File: config.mk
export PLATFORM = sky130hd
export DESIGN_NAME = fetch_buffer
export DESIGN_NICKNAME = d
export VERILOG_FILES = /design/src/rtl/fetch_buffer_pkg.sv /design/src/rtl/fetch_buffer_insn_fifo.sv /design/src/rtl/fetch_buffer.sv
export SDC_FILE = /design/constraint.sdc
export NUM_CORES = 1
export LEC_CHECK = 0
export ABC_AREA = 1
export ABC_CLOCK_PERIOD_IN_PS = 6600
export BUFFER_PORTS_ARGS = -buffer_cell sky130_fd_sc_hd__clkbuf_2
export CORE_MARGIN = 4
export CORE_UTILIZATION = 35
export DETAILED_ROUTE_END_ITERATION = 8
export PLACE_DENSITY = 0.63
export SYNTH_ARGS = -nofsm -noshare
export SYNTH_HDL_FRONTEND = slang
export SYNTH_SLANG_ARGS = --single-unit
File: constraint.sdc
create_clock -name clk -period 6.6 [get_ports clk]
set_clock_uncertainty 0.05 [all_clocks]
set_input_delay 1.65 -clock clk [delete_from_list [all_inputs] [get_ports clk]]
set_output_delay 1.65 -clock clk [all_outputs]
set_load 0.01 [all_outputs]
File: src/rtl/fetch_buffer_pkg.sv
// Shared constants and types for the fetch front-end.
package fetch_buffer_pkg;

  localparam int                   FB_AWIDTH   = 32;
  localparam int                   FB_DWIDTH   = 32;
  localparam int                   FB_DEPTH    = 4;
  localparam logic [FB_AWIDTH-1:0] FB_BASEADDR = 32'h0100_0000;

  // One buffered fetch: the word and the PC it was fetched from.
  typedef struct packed {
    logic [FB_AWIDTH-1:0] pc;
    logic [FB_DWIDTH-1:0] insn;
  } fetch_entry_t;

  // Saturating increment for the 8-bit redirect counter.
  function automatic logic [7:0] sat_inc8(input logic [7:0] v);
    return (v == 8'hFF) ? v : v + 8'd1;
  endfunction

endpackage

File: src/rtl/fetch_buffer_insn_fifo.sv
// Small circular FIFO of fetch entries with a synchronous clear.
module insn_fifo
  import fetch_buffer_pkg::*;
#(
  parameter int  DEPTH = FB_DEPTH,
  parameter type T     = fetch_entry_t,
  localparam int CW    = $clog2(DEPTH + 1)
) (
  input  logic          clk,
  input  logic          rst,
  input  logic          push_i,
  input  logic          pop_i,
  input  logic          clear_i,
  input  T              data_i,
  output logic [CW-1:0] count_o,
  output T              head_o
);

  localparam int PW = $clog2(DEPTH);

  T              mem_q [DEPTH];
  logic [PW-1:0] wr_q, wr_d;
  logic [PW-1:0] rd_q, rd_d;
  logic [CW-1:0] cnt_q, cnt_d;

  // Pointer and count next state; clear wins over any push/pop.
  always_comb begin
    wr_d  = wr_q;
    rd_d  = rd_q;
    cnt_d = cnt_q;
    if (clear_i) begin
      wr_d  = '0;
      rd_d  = '0;
      cnt_d = '0;
    end else begin
      if (push_i) wr_d = wr_q + PW'(1);
      if (pop_i)  rd_d = rd_q + PW'(1);
      case ({push_i, pop_i})
        2'b10:   cnt_d = cnt_q + CW'(1);
        2'b01:   cnt_d = cnt_q - CW'(1);
        default: cnt_d = cnt_q;
      endcase
    end
  end

  // Pointer/count state with asynchronous reset.
  always_ff @(posedge clk or posedge rst) begin
    if (rst) begin
      wr_q  <= '0;
      rd_q  <= '0;
      cnt_q <= '0;
    end else begin
      wr_q  <= wr_d;
      rd_q  <= rd_d;
      cnt_q <= cnt_d;
    end
  end

  // Storage; contents are only observed through the count, so no reset.
  always_ff @(posedge clk) begin
    if (push_i && !clear_i) mem_q[wr_q] <= data_i;
  end

  assign count_o = cnt_q;
  assign head_o  = mem_q[rd_q];

endmodule

File: src/rtl/fetch_buffer.sv
// Decoupled fetch front-end: owns the PC, issues imem requests, buffers
// returned words and hands {pc, insn} to decode. Redirect flushes all.
module fetch_buffer
  import fetch_buffer_pkg::*;
#(
  parameter int                AWIDTH   = FB_AWIDTH,
  parameter int                DWIDTH   = FB_DWIDTH,
  parameter logic [AWIDTH-1:0] BASEADDR = FB_BASEADDR,
  parameter int                DEPTH    = FB_DEPTH
) (
  input  logic              clk,
  input  logic              rst,
  input  logic              redirect_i,
  input  logic [AWIDTH-1:0] redirect_pc_i,
  output logic              imem_req_o,
  output logic [AWIDTH-1:0] imem_addr_o,
  input  logic [DWIDTH-1:0] imem_data_i,
  output logic              out_valid_o,
  output logic [AWIDTH-1:0] out_pc_o,
  output logic [DWIDTH-1:0] out_insn_o,
  input  logic              out_ready_i,
  output logic [7:0]        flush_cnt_o
);

  localparam int CW = $clog2(DEPTH + 1);

  // Entry layout sized to this instance's widths.
  typedef struct packed {
    logic [AWIDTH-1:0] pc;
    logic [DWIDTH-1:0] insn;
  } entry_t;

  logic [AWIDTH-1:0] fetch_pc_q, fetch_pc_d;
  logic [AWIDTH-1:0] inflight_pc_q, inflight_pc_d;
  logic              inflight_q, inflight_d;
  logic [7:0]        flush_cnt_q, flush_cnt_d;

  logic [CW-1:0]     fifo_cnt;
  entry_t            head, push_entry;
  logic              push, pop, req, empty;
  logic [CW:0]       occ;

  assign empty = (fifo_cnt == '0);
  assign pop   = out_valid_o && out_ready_i;
  assign push  = inflight_q && !redirect_i;

  // Slots committed after this cycle: buffered + returning - leaving.
  // A pop implies a non-empty FIFO, so this never underflows.
  assign occ = {1'b0, fifo_cnt} + (CW+1)'(inflight_q) - (CW+1)'(pop);
  assign req = !rst && !redirect_i && (occ < (CW+1)'(DEPTH));

  assign push_entry = '{pc: inflight_pc_q, insn: imem_data_i};

  // PC, in-flight tracking and redirect counter next state.
  always_comb begin
    fetch_pc_d    = fetch_pc_q;
    inflight_d    = 1'b0;
    inflight_pc_d = inflight_pc_q;
    flush_cnt_d   = flush_cnt_q;
    if (redirect_i) begin
      fetch_pc_d  = {redirect_pc_i[AWIDTH-1:2], 2'b00};
      flush_cnt_d = sat_inc8(flush_cnt_q);
    end else if (req) begin
      inflight_d    = 1'b1;
      inflight_pc_d = fetch_pc_q;
      fetch_pc_d    = fetch_pc_q + AWIDTH'(4);
    end
  end

  // Front-end state with asynchronous reset; in-flight data is dropped.
  always_ff @(posedge clk or posedge rst) begin
    if (rst) begin
      fetch_pc_q    <= BASEADDR;
      inflight_q    <= 1'b0;
      inflight_pc_q <= '0;
      flush_cnt_q   <= '0;
    end else begin
      fetch_pc_q    <= fetch_pc_d;
      inflight_q    <= inflight_d;
      inflight_pc_q <= inflight_pc_d;
      flush_cnt_q   <= flush_cnt_d;
    end
  end

  insn_fifo #(
    .DEPTH (DEPTH),
    .T     (entry_t)
  ) u_fifo (
    .clk     (clk),
    .rst     (rst),
    .push_i  (push),
    .pop_i   (pop),
    .clear_i (redirect_i),
    .data_i  (push_entry),
    .count_o (fifo_cnt),
    .head_o  (head)
  );

  assign imem_req_o  = req;
  assign imem_addr_o = fetch_pc_q;
  assign out_valid_o = !empty && !redirect_i;
  assign out_pc_o    = empty ? '0 : head.pc;
  assign out_insn_o  = empty ? '0 : head.insn;
  assign flush_cnt_o = flush_cnt_q;

endmodule

======== Yosys cells after proc, flatten, opt, wreduce, memory -nomap -nowiden ========
Memory sizes are Yosys's and may differ from the RTL's.
Index checks and enable logic that the tools add are counted.
storage, ports and cells
  flip-flop bits (word level) ............. 80
  memory bits (writable) .................. 256
  input bits .............................. 68
  output and inout port bits .............. 106
  logic and storage cells ................. 52
  memories ................................ 1
cells by class
  $add $sub $neg .......................... 8
  order comparisons ....................... 1
  equality and inequality tests ........... 3
  muxes and demuxes ....................... 14
  bitwise gates (word level) .............. 2
  reduce and logical (&&, ||, !) cells .... 16
memory list
  name          depth  bits a word  read ports  clocked after memory_dff  wr ports  RTL line                      RTL
  u_fifo.mem_q  4      64           1           0                         1         fetch_buffer_insn_fifo.sv:21  T mem_q [DEPTH];
operators with widths
  cell                                                 number
  two-way mux 32 bit                                   4
  adder 32 x 3 -> 32 bit (second input constant)       1
  adder 8 x 1 -> 8 bit (second input constant)         1
  == test 8 bit (second input constant)                1
  two-way mux 2 bit                                    4
  logical AND 1 bit                                    6
  one-hot mux 3 bit (2 select lines)                   1
  nonzero test 2 bit                                   3
  adder 2 x 1 -> 2 bit (second input constant)         2
  adder 3 x 1 -> 4 bit                                 1
  < comparator 4 x 3 -> 1 bit (second input constant)  1
  two-way mux 1 bit                                    4
  AND reduction 2 bit                                  2
  subtractor 4 x 1 -> 4 bit                            1
  adder 3 x 1 -> 3 bit (second input constant)         1
  logical NOT 1 bit                                    3
  logical NOT 3 bit                                    1
  two-way mux 3 bit                                    1
  nonzero test 3 bit                                   1
  subtractor 3 x 1 -> 3 bit (second input constant)    1
  == test 2 x 1 -> 1 bit (second input constant)       1
  == test 2 bit (second input constant)                1
  inverter 1 bit                                       2

======== Depth between registers and ports, before layout ========
  word-level depth ........................ 9
  gate-level depth with buffers ........... 17
  gate-level depth less buffers ........... 15

======== Hierarchy ========
Synthesis repeated with hierarchy kept, for this count alone.
second synthesis, totals
  cells, all modules ...................... 1,349
  area, all modules ....................... 14,455.1 µm²
modules (own cells, without submodules)
  module        times used  cells an instance  area each (µm²)  seq. area each (µm²)
  insn_fifo     1           679                9,919.5          7,862.5
  fetch_buffer  1           670                4,535.6          1,727.9

======== Least setup slack after synthesis ========
Ideal clock, no wire load.
  path type ............................... input to register
  from .................................... input redirect_i
  to ...................................... memory u_fifo.mem_q[0][0] (netlist bit), enable pin
  library setup time ...................... 482 ps
  arrival ................................. 4,532 ps
  data required time ...................... 6,068 ps
  slack ................................... 1,536 ps
  cell stages on the path ................. 4
  path buffers ............................ 1
  path through ............................ buf_6 > inv_2 > nand2_1 > nor2_1
between the ends
  longest elaborated chain between the ends .. 5
RTL lines
  element                                      RTL line                                          RTL
  start, declared                              fetch_buffer.sv:13                                input logic redirect_i,
  logical NOT 1 bit (*)                        fetch_buffer_insn_fifo.sv:61, fetch_buffer.sv:45
  logical AND 1 bit                            fetch_buffer.sv:45                                assign push = inflight_q && !redirect_i;
  logical AND 1 bit (*)                        fetch_buffer_insn_fifo.sv:61                      if (push_i && !clear_i) mem_q[wr_q] <= data_i;
  two-way mux 1 bit (*)                        fetch_buffer_insn_fifo.sv:61
  two-way mux 1 bit (implied by the code) (*)  fetch_buffer_insn_fifo.sv:61
  end, declared                                fetch_buffer_insn_fifo.sv:21
Mark *: on every way between the ends. The rest lies on a longest branch, timed or not.

======== Worst setup path after layout ========
  from .................................... input redirect_i
  to ...................................... output imem_req_o
between the ends
  longest elaborated chain between the ends .. 6
  elaborated cells on any way between the ends .. 7
  those cells by class .................... add/sub (1); order compare (1); reduce/logical (5)
RTL lines
  element                      RTL line                                 RTL
  logical NOT 1 bit (*)        fetch_buffer.sv:50, fetch_buffer.sv:101
  logical AND 1 bit            fetch_buffer.sv:101                      assign out_valid_o = !empty && !redirect_i;
  logical AND 1 bit            fetch_buffer.sv:44                       assign pop = out_valid_o && out_ready_i;
  subtractor 4 x 1 -> 4 bit    fetch_buffer.sv:49                       assign occ = {1'b0, fifo_cnt} + (CW+1)'(inflight_q) - (CW+1)'(pop);
  < comparator 4 x 3 -> 1 bit  fetch_buffer.sv:50                       assign req = !rst && !redirect_i && (occ < (CW+1)'(DEPTH));
  logical AND 1 bit (*)        fetch_buffer.sv:50
  end, declared                fetch_buffer.sv:15                       output logic imem_req_o,
Marks and branches as above.

==> impl_results.md <==
* Total setup buffers inserted after CTS at 0
* Busiest grt layer: met2
* CTS tree: done
* Ys async rst share at 23.5%
* Status: complete, no violations
* PostCTS Resize Cnt at 0
* RePlAce Congestion at 0.919
* Reg-to-reg startpoint: u_fifo.count_o[0]
* Antenna violations before repair at 0
* Seq/Total Area, Yosys at 66.7%
* Total CTS buffers at 37
* Die height at 208 µm
* R2R Path End: imem_addr_o[6]
* Critical path class: input port to primary output
* Ports at 174
* GRT overflow at 0
* R2r setup slk at 3.59 ns
* Top_reg_cell synth: edfxtp_1
* DRC Markers at 0
* Ant diodes at 0
* Minimum clock period after layout at 5.36 ns
* Min-delay src: inflight_pc_q[8]
* Die X at 208 µm
* Worst Hold Class: register to register
* Fmax at 187 MHz
* GR Layer Usage met3 at 2.93%
* Crit start category: input port
* Setup TNS at 0 ns
* Vias in the first global route at 9785
* Most instantiated library cell after synthesis: nor2_1
* Hold depth at 0
* Final worst path period share at 81.1%
* Worst Path Required at 4.90 ns
* Post-synth cell types at 36
* Post-synth EDFFs at 248
* Core Box Area at 0.0396 mm²
* Synth top area share at 53.2%
* Hold Buf Count CTS at 0
* FF-to-FF path depth at 14
* Hold path endpoint: u_fifo.mem_q[2][40]
* Met2 Use GR at 24.9%
* Yosys reg bits at 324
* Ys Warns at 0
* Clock tree root driver cell: clkbuf_16
* Clock sinks at 324
* Port Buffer Count at 167
* CP arrival at 3.66 ns
* Final Hold Viols at 0
* Max Cap Viol at 0
* Cells after Synth at 1363
* Die ar. at 0.0433 mm²
* Pre-antenna DRT Iters at 6
* Normalized max-slew margin at 31.3%
* PwrDens at 414 mW/mm²
* Pwr Total at 6840 µW
* Leak at 0.00661 µW
* Largest cells by area after synthesis: edfxtp_1, dfrtp_1, nor2_1
* Vias per Instance at 4.76
* CTS max path bufs at 3
* Max-slew violations at 0
* WL final at 33.5 mm
* NumNets Final at 1595
* Largest net degree at the start of global routing at 90
* Clock Latency Late Sink at 0.54 ns
* Clock-pin slew on the worst setup and hold paths at 0.06 ns
* Worst VDD drop at 0.215 mV
* Sequential cell area at 0.00936 mm²
* Final setup fails at 0
* Post-synthesis cell area at 0.0140 mm²
* # rows at 73
* Routed Antenna Nets at 0
* H-tree levels at 2
* Nature of the critical path endpoint: primary output
* Top post-synthesis cells by count: nor2_1, nand2_1, edfxtp_1
* Crit path max fanout at 29
* Detail Placement HPWL at 20.1 mm
* Syn_area_per_cell at 10.3 µm²
* Area of the multi-input gates at 0.00406 mm²
* Starting Density at 35.3%
* Layout cell share with drive strength beyond 1 at 17.7%
* Vias at 9848
* Layout Area Growth over Synthesis at 17.9%
* Mean routed wirelength per cell at 16.2 µm
* RSZ-0062 raised after global routing: no
* Fill count at 3795
* Measured slew at the worst slew-check pin at 1.03 ns
* First-pass GRT wire length at 53.7 mm
* Initial DRC Count at 607
* GR Layer Usage met1 at 21.4%
* Post-synth top area cell: edfxtp_1
* Total GRT Usage at 15.5%
==> cell usage in the layout (no fill, tap or decap), types with 3 or more instances in the layout <==
master	netlist	final
nand3_1	74	74
bufinv_16	0	5
clkbuf_16	0	37
xor2_1	5	5
clkinv_2	0	7
nand2_1	250	250
nand2_2	5	5
dfrtp_1	75	73
nor2_4	7	11
clkinv_1	5	10
inv_2	8	9
buf_4	13	12
edfxtp_1	248	248
inv_1	63	62
ha_1	9	9
conb_1	1	4
clkbuf_2	0	167
a21oi_1	62	62
nor2_1	295	291
xnor2_1	3	3
nor2_2	3	3
o21ai_1	28	28
o21ai_0	139	139
clkbuf_1	24	6
==> flip-flops by register name, indices dropped and copies added, names as in the netlist <==
name	flops
imem_addr_o	30
inflight_pc_q	30
inflight_q	1
u_fifo.mem_q	248
u_fifo.rd_q	2
u_fifo.count_o	3
u_fifo.wr_q	2
flush_cnt_o	8
==> kinds of logic after synthesis <==
logic type	share of synthesized area, %
buffers and inverters	4.60
AOI/OAI and AO/OA	8.28
and+or+nand+nor	18.9
xor gates and xnor gates	0.500
adders and majority gates	0.947
other	0.0268
DFF	66.7
==> how the worst max path moves through the flow <==
stage | from | end | slack, ns | cells after the start
after global placement | redirect_i | imem_req_o | 1.25 | 13
after global routing | redirect_i | imem_req_o | 1.02 | 13
after floorplan | redirect_i | u_fifo.mem_q[0][0] | 1.54 | 4
after CTS | redirect_i | imem_req_o | 1.22 | 13
after detailed placement | redirect_i | imem_req_o | 1.22 | 13
final | redirect_i | imem_req_o | 1.24 | 13
==> metrics by stage <==
stage	utilization (%)	hold slack (ns)	area (µm²)	worst slack, ns	std cells
2_1_floorplan	-	0.426	14000	1.54	1366
3_3_place_gp	38.6	0.448	15300	1.25	2003
3_5_place_dp	38.6	0.457	15300	1.22	2003
4_1_cts	41.7	0.469	16500	1.22	2070
5_1_grt	41.7	0.496	16500	1.02	2070
6_report	41.7	0.467	16500	1.24	2070
==> where the power goes <==
group | total (µW) | switching (µW) | internal, µW
registers | 2910 | 360 | 2550
clock network | 2060 | 819 | 1240
logic | 1870 | 1260 | 614
total | 6840 | 2440 | 4400
==> per-layer routing <==
layer / routed length (µm) / vias up / share of wire (%)
met1: 15600 / 4651 / 47
met4: 677 / 0 / 2.0
met3: 1740 / 40 / 5.2
li1: - / 4897 / -
met5: 0 / - / 0
met2: 15500 / 260 / 46
==> layout make-up <==
cell class,count,area share [%]
clock inverter,24,1.70
tap,525,3.98
clock buffer,43,5.74
timing repair buffer,179,5.61
multi-input combinational,898,24.6
sequential,324,56.6
inverter,77,1.77
==> worst max-delay path, cell delays in order <==
cell and delay, ns:
clkbuf_2 0.09, inv_2 0.41, nand3_1 0.24, inv_1 0.13, ha_1 0.15, inv_1 0.04, ha_1 0.26, nand3_1 0.09
nand2_1 0.06, nand2_1 0.12, nand2_2 0.12, nor2_1 0.14, clkbuf_2 0.15
No activity file was read; power rests on OpenSTA's default activity.
